<file path="src/rtl/conv1d_pe_mf.sv">
// ---------------------------------------------------------------------------
// conv1d_pe_mf : multi-filter 1D convolution processing element
//
// Streams one IFMap row through a circular scratchpad and convolves it against
// NUM_FILT filters in parallel, with a programmable stride and filter size.
// Each window yields one packed partial-sum word, emitted through a FIFO.
//
// Build option: define PSUM_SATURATE_EN to saturate each accumulator to the
// signed PSUM_W range on store. Without it, the low PSUM_W bits are kept
// (two's-complement wrap).
//
// Ports
//   clk, rst             clock; synchronous active-low reset
//   start                one-cycle pulse, accepted only when idle
//   reuse_filt           sampled with start; 1 skips the filter load
//   stride, filter_size  sampled with start; clamped to legal ranges
//   f_data/f_valid/f_ready              filter stream, filter-major order
//   if_data/if_valid/if_last/if_ready   IFMap stream; if_last ends the row
//   ps_data/ps_valid/ps_ready           psum stream; filter k at [k*PSUM_W +: PSUM_W]
//   busy                 high whenever the FSM is not idle
//   done                 one-cycle pulse at the end of a row
// ---------------------------------------------------------------------------
module conv1d_pe_mf #(
    parameter int DATA_W      = 8,
    parameter int PSUM_W      = 20,
    parameter int NUM_FILT    = 2,
    parameter int MAX_FSIZE   = 8,
    parameter int IFMAP_DEPTH = 16,
    parameter int PSUM_DEPTH  = 8,
    parameter int STRIDE_W    = 3,
    parameter int FSIZE_W     = 4
) (
    input  logic                       clk,
    input  logic                       rst,
    input  logic                       start,
    input  logic                       reuse_filt,
    input  logic [STRIDE_W-1:0]        stride,
    input  logic [FSIZE_W-1:0]         filter_size,
    input  logic [DATA_W-1:0]          f_data,
    input  logic                       f_valid,
    output logic                       f_ready,
    input  logic [DATA_W-1:0]          if_data,
    input  logic                       if_valid,
    input  logic                       if_last,
    output logic                       if_ready,
    output logic [NUM_FILT*PSUM_W-1:0] ps_data,
    output logic                       ps_valid,
    input  logic                       ps_ready,
    output logic                       busy,
    output logic                       done
);

    localparam int ACC_W   = 2*DATA_W + $clog2(MAX_FSIZE);
    localparam int PTR_W   = $clog2(IFMAP_DEPTH);
    localparam int CNT_W   = PTR_W + 1;
    localparam int TAP_W   = $clog2(MAX_FSIZE);
    localparam int CFG_W   = (STRIDE_W > FSIZE_W) ? STRIDE_W : FSIZE_W;
    localparam int FILT_W  = (NUM_FILT > 1) ? $clog2(NUM_FILT) : 1;
    localparam int FPTR_W  = (PSUM_DEPTH > 1) ? $clog2(PSUM_DEPTH) : 1;
    localparam int FCNT_W  = $clog2(PSUM_DEPTH + 1);
    localparam int EXT_W   = (ACC_W > PSUM_W) ? ACC_W : PSUM_W;
    localparam int WORD_W  = NUM_FILT * PSUM_W;

    localparam logic [CFG_W-1:0] ONE    = CFG_W'(1);
    localparam logic [CFG_W-1:0] MAX_FS = CFG_W'(MAX_FSIZE);

    typedef enum logic [2:0] {IDLE, LOAD_F, WAIT_WIN, MAC, STORE, DONE} state_t;

    state_t state, state_next;

    // Configuration and control registers
    logic [CFG_W-1:0]  fs_q, stride_q, fs_eff, st_eff, fs_last;
    logic [CFG_W-1:0]  tap, ld_tap;
    logic [FILT_W-1:0] ld_filt;
    logic [PTR_W-1:0]  wr_ptr, win_start, rd_addr;
    logic [CNT_W-1:0]  count;
    logic              last_seen;

    // Scratchpads and accumulators
    logic signed [DATA_W-1:0]   ifbuf [IFMAP_DEPTH];
    logic signed [DATA_W-1:0]   filt  [NUM_FILT][MAX_FSIZE];
    logic signed [ACC_W-1:0]    acc   [NUM_FILT];
    logic signed [2*DATA_W-1:0] prod  [NUM_FILT];

    // Output FIFO
    logic [WORD_W-1:0] fifo_mem [PSUM_DEPTH];
    logic [FPTR_W-1:0] fifo_wr, fifo_rd;
    logic [FCNT_W-1:0] fifo_cnt;
    logic [WORD_W-1:0] psum_word;
    logic              fifo_full, push, pop, f_fire, if_fire;

    // Accumulator to psum conversion: sign-extend first so a psum wider than
    // the accumulator still carries the correct sign.
    function automatic logic [PSUM_W-1:0] to_psum(input logic signed [ACC_W-1:0] a);
        logic signed [EXT_W-1:0] e;
`ifdef PSUM_SATURATE_EN
        logic signed [EXT_W-1:0] ps_max, ps_min;
        ps_max = {{(EXT_W-PSUM_W+1){1'b0}}, {(PSUM_W-1){1'b1}}};
        ps_min = {{(EXT_W-PSUM_W+1){1'b1}}, {(PSUM_W-1){1'b0}}};
`endif
        e = EXT_W'(a);
`ifdef PSUM_SATURATE_EN
        if (e > ps_max) e = ps_max;
        else if (e < ps_min) e = ps_min;
`endif
        return e[PSUM_W-1:0];
    endfunction

    // Config clamping: size 0 -> 1, size > MAX_FSIZE -> MAX_FSIZE;
    // stride 0 -> 1, stride > effective size -> effective size.
    // NOTE: every variable assigned in always_comb gets a value up front, so no
    // path can leave it unassigned and infer a latch.
    always_comb begin
        fs_eff = CFG_W'(filter_size);
        if (filter_size == '0)              fs_eff = ONE;
        else if (CFG_W'(filter_size) > MAX_FS) fs_eff = MAX_FS;
        st_eff = CFG_W'(stride);
        if (stride == '0)          st_eff = ONE;
        else if (st_eff > fs_eff)  st_eff = fs_eff;
    end

    assign fs_last   = fs_q - ONE;
    assign rd_addr   = win_start + PTR_W'(tap);
    assign fifo_full = (fifo_cnt == FCNT_W'(PSUM_DEPTH));
    assign ps_valid  = (fifo_cnt != '0);
    assign pop       = ps_valid & ps_ready;
    // A full FIFO still accepts a push in a cycle where it is also popped.
    assign push      = (state == STORE) & (~fifo_full | pop);
    assign f_fire    = f_valid & f_ready;
    assign if_fire   = if_valid & if_ready;
    assign if_ready  = busy & ~last_seen & (count < CNT_W'(IFMAP_DEPTH));
    assign ps_data   = ps_valid ? fifo_mem[fifo_rd] : '0;

    // State register
    // NOTE: rst is synchronous, so it is tested inside the clocked block and
    // stays out of the sensitivity list.
    always_ff @(posedge clk) begin
        if (!rst) state <= IDLE;
        else      state <= state_next;
    end

    // Next-state logic and FSM-decoded outputs
    always_comb begin
        state_next = state;
        f_ready    = 1'b0;
        busy       = 1'b1;
        done       = 1'b0;
        unique case (state)
            IDLE: begin
                busy = 1'b0;
                if (start) state_next = reuse_filt ? WAIT_WIN : LOAD_F;
            end
            LOAD_F: begin
                f_ready = 1'b1;
                if (f_fire && ld_tap == fs_last && ld_filt == FILT_W'(NUM_FILT-1))
                    state_next = WAIT_WIN;
            end
            WAIT_WIN: begin
                if (count >= CNT_W'(fs_q)) state_next = MAC;
                else if (last_seen)        state_next = DONE;
            end
            MAC:   if (tap == fs_last) state_next = STORE;
            STORE: if (push) state_next = WAIT_WIN;
            DONE: begin
                done       = 1'b1;
                state_next = IDLE;
            end
            default: state_next = IDLE;
        endcase
    end

    always_comb begin
        for (int k = 0; k < NUM_FILT; k++)
            prod[k] = ifbuf[rd_addr] * filt[k][tap[TAP_W-1:0]];
    end

    always_comb begin
        psum_word = '0;
        for (int k = 0; k < NUM_FILT; k++)
            psum_word[k*PSUM_W +: PSUM_W] = to_psum(acc[k]);
    end

    // NOTE: the IFMap buffer and FIFO storage are not reset; the pointers and
    // counts decide what is valid. The filter spad is reset because a reuse
    // start straight after reset must see all-zero taps.
    always_ff @(posedge clk) begin
        if (if_fire) ifbuf[wr_ptr] <= $signed(if_data);
        if (push)    fifo_mem[fifo_wr] <= psum_word;
    end

    // Datapath
    // NOTE: sequential state uses non-blocking assignments only, so every
    // register samples the pre-edge values regardless of statement order.
    always_ff @(posedge clk) begin
        if (!rst) begin
            fs_q      <= '0;
            stride_q  <= '0;
            tap       <= '0;
            ld_tap    <= '0;
            ld_filt   <= '0;
            wr_ptr    <= '0;
            win_start <= '0;
            count     <= '0;
            last_seen <= 1'b0;
            for (int k = 0; k < NUM_FILT; k++) begin
                acc[k] <= '0;
                for (int i = 0; i < MAX_FSIZE; i++) filt[k][i] <= '0;
            end
        end else begin
            if (if_fire) begin
                wr_ptr <= wr_ptr + PTR_W'(1);
                if (if_last) last_seen <= 1'b1;
            end
            // Accept and window release may coincide: net change is +1 - stride.
            count <= count + (if_fire ? CNT_W'(1) : '0) - (push ? CNT_W'(stride_q) : '0);

            case (state)
                IDLE: if (start) begin
                    fs_q     <= fs_eff;
                    stride_q <= st_eff;
                    ld_tap   <= '0;
                    ld_filt  <= '0;
                end
                LOAD_F: if (f_fire) begin
                    filt[ld_filt][ld_tap[TAP_W-1:0]] <= $signed(f_data);
                    if (ld_tap == fs_last) begin
                        ld_tap  <= '0;
                        ld_filt <= ld_filt + FILT_W'(1);
                    end else begin
                        ld_tap <= ld_tap + ONE;
                    end
                end
                WAIT_WIN: begin
                    tap <= '0;
                    for (int k = 0; k < NUM_FILT; k++) acc[k] <= '0;
                end
                MAC: begin
                    tap <= tap + ONE;
                    for (int k = 0; k < NUM_FILT; k++)
                        acc[k] <= acc[k] + ACC_W'(prod[k]);
                end
                STORE: if (push) win_start <= win_start + PTR_W'(stride_q);
                DONE: begin
                    // Drop whatever is left of the row.
                    count     <= '0;
                    win_start <= wr_ptr;
                    last_seen <= 1'b0;
                end
                default: ;
            endcase
        end
    end

    // FIFO pointers
    always_ff @(posedge clk) begin
        if (!rst) begin
            fifo_wr  <= '0;
            fifo_rd  <= '0;
            fifo_cnt <= '0;
        end else begin
            if (push) fifo_wr <= (fifo_wr == FPTR_W'(PSUM_DEPTH-1)) ? '0 : fifo_wr + FPTR_W'(1);
            if (pop)  fifo_rd <= (fifo_rd == FPTR_W'(PSUM_DEPTH-1)) ? '0 : fifo_rd + FPTR_W'(1);
            case ({push, pop})
                2'b10:   fifo_cnt <= fifo_cnt + FCNT_W'(1);
                2'b01:   fifo_cnt <= fifo_cnt - FCNT_W'(1);
                default: ;
            endcase
        end
    end

endmodule
</file>
<file path="config.mk">
export PLATFORM = sky130hd
export DESIGN_NAME = conv1d_pe_mf
export DESIGN_NICKNAME = d
export VERILOG_FILES = /design/src/rtl/conv1d_pe_mf.sv
export SDC_FILE = /design/constraint.sdc
export NUM_CORES = 1
export LEC_CHECK = 0
export BUFFER_PORTS_ARGS = -buffer_cell sky130_fd_sc_hd__buf_2
export CORE_ASPECT_RATIO = 1.5
export CORE_UTILIZATION = 57
export CTS_CLUSTER_SIZE = 24
export DETAILED_ROUTE_END_ITERATION = 8
export PLACE_DENSITY = 0.77
export SETUP_SLACK_MARGIN = 0.1
export SLEW_MARGIN = 30
export SYNTH_ARGS = -nofsm -noshare
export SYNTH_HDL_FRONTEND = slang
export SYNTH_SLANG_ARGS = --single-unit
</file>
<file path="constraint.sdc">
create_clock -name clk -period 7.2 [get_ports clk]
set_input_delay 1.44 -clock clk [delete_from_list [all_inputs] [get_ports clk]]
set_output_delay 1.44 -clock clk [all_outputs]
set_load 0.005 [all_outputs]
</file>
==> flow_summary.json <==
{
  "outcome": "complete, no violations",
  "grtUsageTotal_pct": 23.5,
  "synth-warning-count": 0,
  "via_count": 18000,
  "diodes": 0,
  "worst_pin_slew_ns": 1.05,
  "syn_area_sq_um": 33200,
  "numPortBuffers": 75,
  "cap_violations": 0,
  "nNetsFinal": 2632,
  "clk-insertion-delay-late_ns": 0.62,
  "dr.pass1.iters": 5,
  "synth_most_common_cell": "edfxtp_1",
  "gp_congestion": 0.856,
  "detail-route-antenna-nets": 0,
  "core_sq_um": 57700,
  "maxSlewHeadroom_pct": 29.4,
  "cts_root_buf": "clkbuf_16",
  "hold_viol": 0,
  "via_per_inst": 5.76,
  "hold_end": "ld_tap[3]$_SDFFE_PN0P_",
  "dp_hpwl_um": 46500,
  "post-route-period-util_pct": 95.4,
  "r2r-end": "acc[0][17]$_SDFFCE_PN0P_",
  "layout-drive-gt1-share_pct": 17.7,
  "worst_setup_path_end_kind": "flop",
  "wl_per_cell_um": 21.3,
  "syn_avg_cell_area_sq_um": 15.2,
  "grt_max_degree": 67,
  "rr_startpoint": "win_start[0]$_SDFFE_PN0P_",
  "ir_worst_vdd_mv": 0.499,
  "r2r_cells": 21,
  "syn-num-nets": 2513,
  "crit_type": "flop to flop",
  "yosysSeqAreaShare_pct": 57.0,
  "power.density_nw_per_um2": 467,
  "cp-start-kind": "flop",
  "die_height_um": 297,
  "nFillCells": 4073,
  "r2r_setup_slack_ns": 0.33,
  "max_freq_mhz": 146,
  "worstPathRequired_ns": 7.65,
  "ys_ff_latch": 645,
  "cp_data_arrival_time_ns": 7.32,
  "synth_top_area_share_pct": 54.1,
  "min_period_ns": 6.87,
  "cts_sinks": 645,
  "rows": 108,
  "drc": 0,
  "setup_ws_ns": 0.329,
  "grt_pass1_vias": 19200,
  "crit_fanout": 9,
  "area_delta_synth_final_pct": 10.5,
  "synth_cell_types": 66,
  "synth_ff_type": "edfxtp_1",
  "grt_pass1_wl_um": 105000,
  "drtIter0Drc": 1229,
  "total_power_mw": 17.1,
  "start_util_pct": 57.5,
  "antenna_found_initial": 0,
  "finClkSkew_ns": 0.0198,
  "die_x_um": 199,
  "grt.overflow.total": 0,
  "ioPinCount": 76,
  "synth_edf_count": 598,
  "clockBufferDepth": 3,
  "tns_ns": 0,
  "numCtsBuffers": 55,
  "syn_inst": 2187,
  "synth_commonest_cells": "edfxtp_1 (598), inv_1 (222), nor2_1 (210), fa_1 (174), mux4_2 (123)",
  "dieArea_sq_um": 59200,
  "synth_area_leader_cell": "edfxtp_1",
  "htreeDepth": 2,
  "clk_pin_slew_worst_paths_ns": 0.07,
  "cts_tree": "yes",
  "dp_slack_ns": 0.0382,
  "final_max_slew_viol_count": 0,
  "async_flop_share_pct": 0,
  "ctsHoldBuffers": 0,
  "hold_path_class": "flop to flop",
  "ys_top_cells_by_area": "edfxtp_1 (54%), fa_1 (10%), mux4_2 (8.3%), ha_1 (4.6%), dfxtp_1 (2.8%)",
  "min_path_cells": 2,
  "hp-start": "ld_tap[3]$_SDFFE_PN0P_",
  "leakage_nw": 13.6,
  "hold_ws_ns": 0.489,
  "drt_wl_total_um": 66300,
  "setup_viol": 0
}
==> cell families (layout without fill, tap and decap cells) <==
group	after synthesis	count (layout)	share of synthesized area [%]
xor gates and xnor gates	54	54	1.51
and+or+nand+nor	519	519	7.55
muxes	214	214	12.0
buffers and inverters	302	465	3.74
adders and majority gates	295	295	15.1
AOI/OAI and AO/OA	158	158	3.20
DFF	645	645	57.0
==> worst max path at each step <==
stage / from / to / slack (ns) / cells after the start
5_1_grt: win_start[0]$_SDFFE_PN0P_ / acc[0][17]$_SDFFCE_PN0P_ / -0.02 / 22
6_report: win_start[0]$_SDFFE_PN0P_ / acc[0][17]$_SDFFCE_PN0P_ / 0.33 / 21
2_1_floorplan: tap[0]$_SDFFE_PN0P_ / acc[0][37]$_SDFFCE_PN0P_ / 0.19 / 22
4_1_cts: win_start[0]$_SDFFE_PN0P_ / acc[0][17]$_SDFFCE_PN0P_ / 0.10 / 22
3_5_place_dp: win_start[0]$_SDFFE_PN0P_ / acc[0][17]$_SDFFCE_PN0P_ / 0.04 / 22
3_3_place_gp: win_start[0]$_SDFFE_PN0P_ / acc[0][17]$_SDFFCE_PN0P_ / 0.26 / 22
==> final cells by class <==
type | instances | area (sq um) | share of cell area, %
flip-flops and latches | 645 | 18900 | 51.6
repair buffers | 141 | 950 | 2.59
multi-input cells | 1240 | 13200 | 36.0
clock inverters | 27 | 274 | 0.747
well taps | 770 | 963 | 2.63
inverters | 223 | 837 | 2.28
clock buffers | 74 | 1550 | 4.23
==> power by group <==
part / leakage (nW) / internal [mW] / switching, mW
sequential: 6.03 / 4.41 / 0.264
clock: 0.891 / 1.67 / 1.31
combinational: 6.65 / 4.18 / 5.29
total: 13.6 / 10.3 / 6.86
==> per-stage QoR <==
step                      area [sq um]  instances  utilization (%)
final                            36700       3120             63.6
after global routing             36700       3120             63.6
after CTS                        36500       3112             63.3
after detailed placement         34700       3011             60.1
after global placement           34700       3011             60.1
after floorplan                  33200       2187                -
==> per-layer routing <==
metal / GRT usage, % / share of wire, % / vias up
met2: 44.0 / 56 / 513
li1: - / - / 8130
met4: 7.09 / 2.8 / 0
met1: 28.0 / 37 / 9217
met3: 2.83 / 4.4 / 125
met5: 0 / 0 / -
==> cells in the final DEF, fill, tap and decap left out, types with 8 or more instances in the layout <==
cell type	Yosys	final
clkinv_2	0	8
clkbuf_16	0	58
buf_4	6	59
clkbuf_1	34	12
mux2i_1	62	62
or2_2	19	19
o21a_1	10	10
ha_1	121	121
xor2_1	14	14
fa_1	174	172
and2_1	69	69
mux2_2	12	12
nor3b_1	10	8
inv_1	222	222
edfxtp_1	598	598
a21oi_1	40	40
mux4_2	123	123
nor2_1	210	208
xnor2_1	37	37
nand2b_1	32	32
buf_2	14	75
nor2b_1	26	25
a21o_1	9	9
o21ai_0	39	36
nand3_1	12	12
nand2_1	76	75
nor3_1	34	27
mux4_1	17	17
dfxtp_1	47	43
==> worst max-delay path: stages, from the launching register on <==
cell and delay (ns):
dfxtp_1 0.34, ha_1 0.22, fa_2 0.67, mux4_2 0.33, mux2_2 0.31, a21oi_4 0.27, buf_4 0.21, nor2b_1 0.16
buf_4 0.23, fa_1 0.51, inv_1 0.05, fa_1 0.49, inv_1 0.05, fa_1 0.55, fa_1 0.41, ha_1 0.29
ha_1 0.35, a21o_1 0.23, a31oi_1 0.28, a211oi_2 0.11, o41ai_2 0.37, mux2i_1 0.25
==> sequential cells by signal (all words and copies together) (netlist names), 3 cells and up, named ones only <==
| register | cells |
|---|---|
| fifo_wr | 3 |
| acc | 38 |
| fifo_mem | 304 |
| stride_q | 4 |
| filt | 128 |
| ifbuf | 128 |
| wr_ptr | 4 |
| tap | 4 |
| count | 5 |
| fifo_cnt | 4 |
| win_start | 4 |
| state | 3 |
| fs_q | 4 |
| ld_tap | 4 |
| fifo_rd | 3 |
==> timing repair <==
item	CTS	global route
hold endpoints to repair	0	0
setup buffers	0	8
resized for setup	1	9
pin swaps	0	4
endpoints found under the setup margin	2	14
Power figures use the tool's default switching activity.
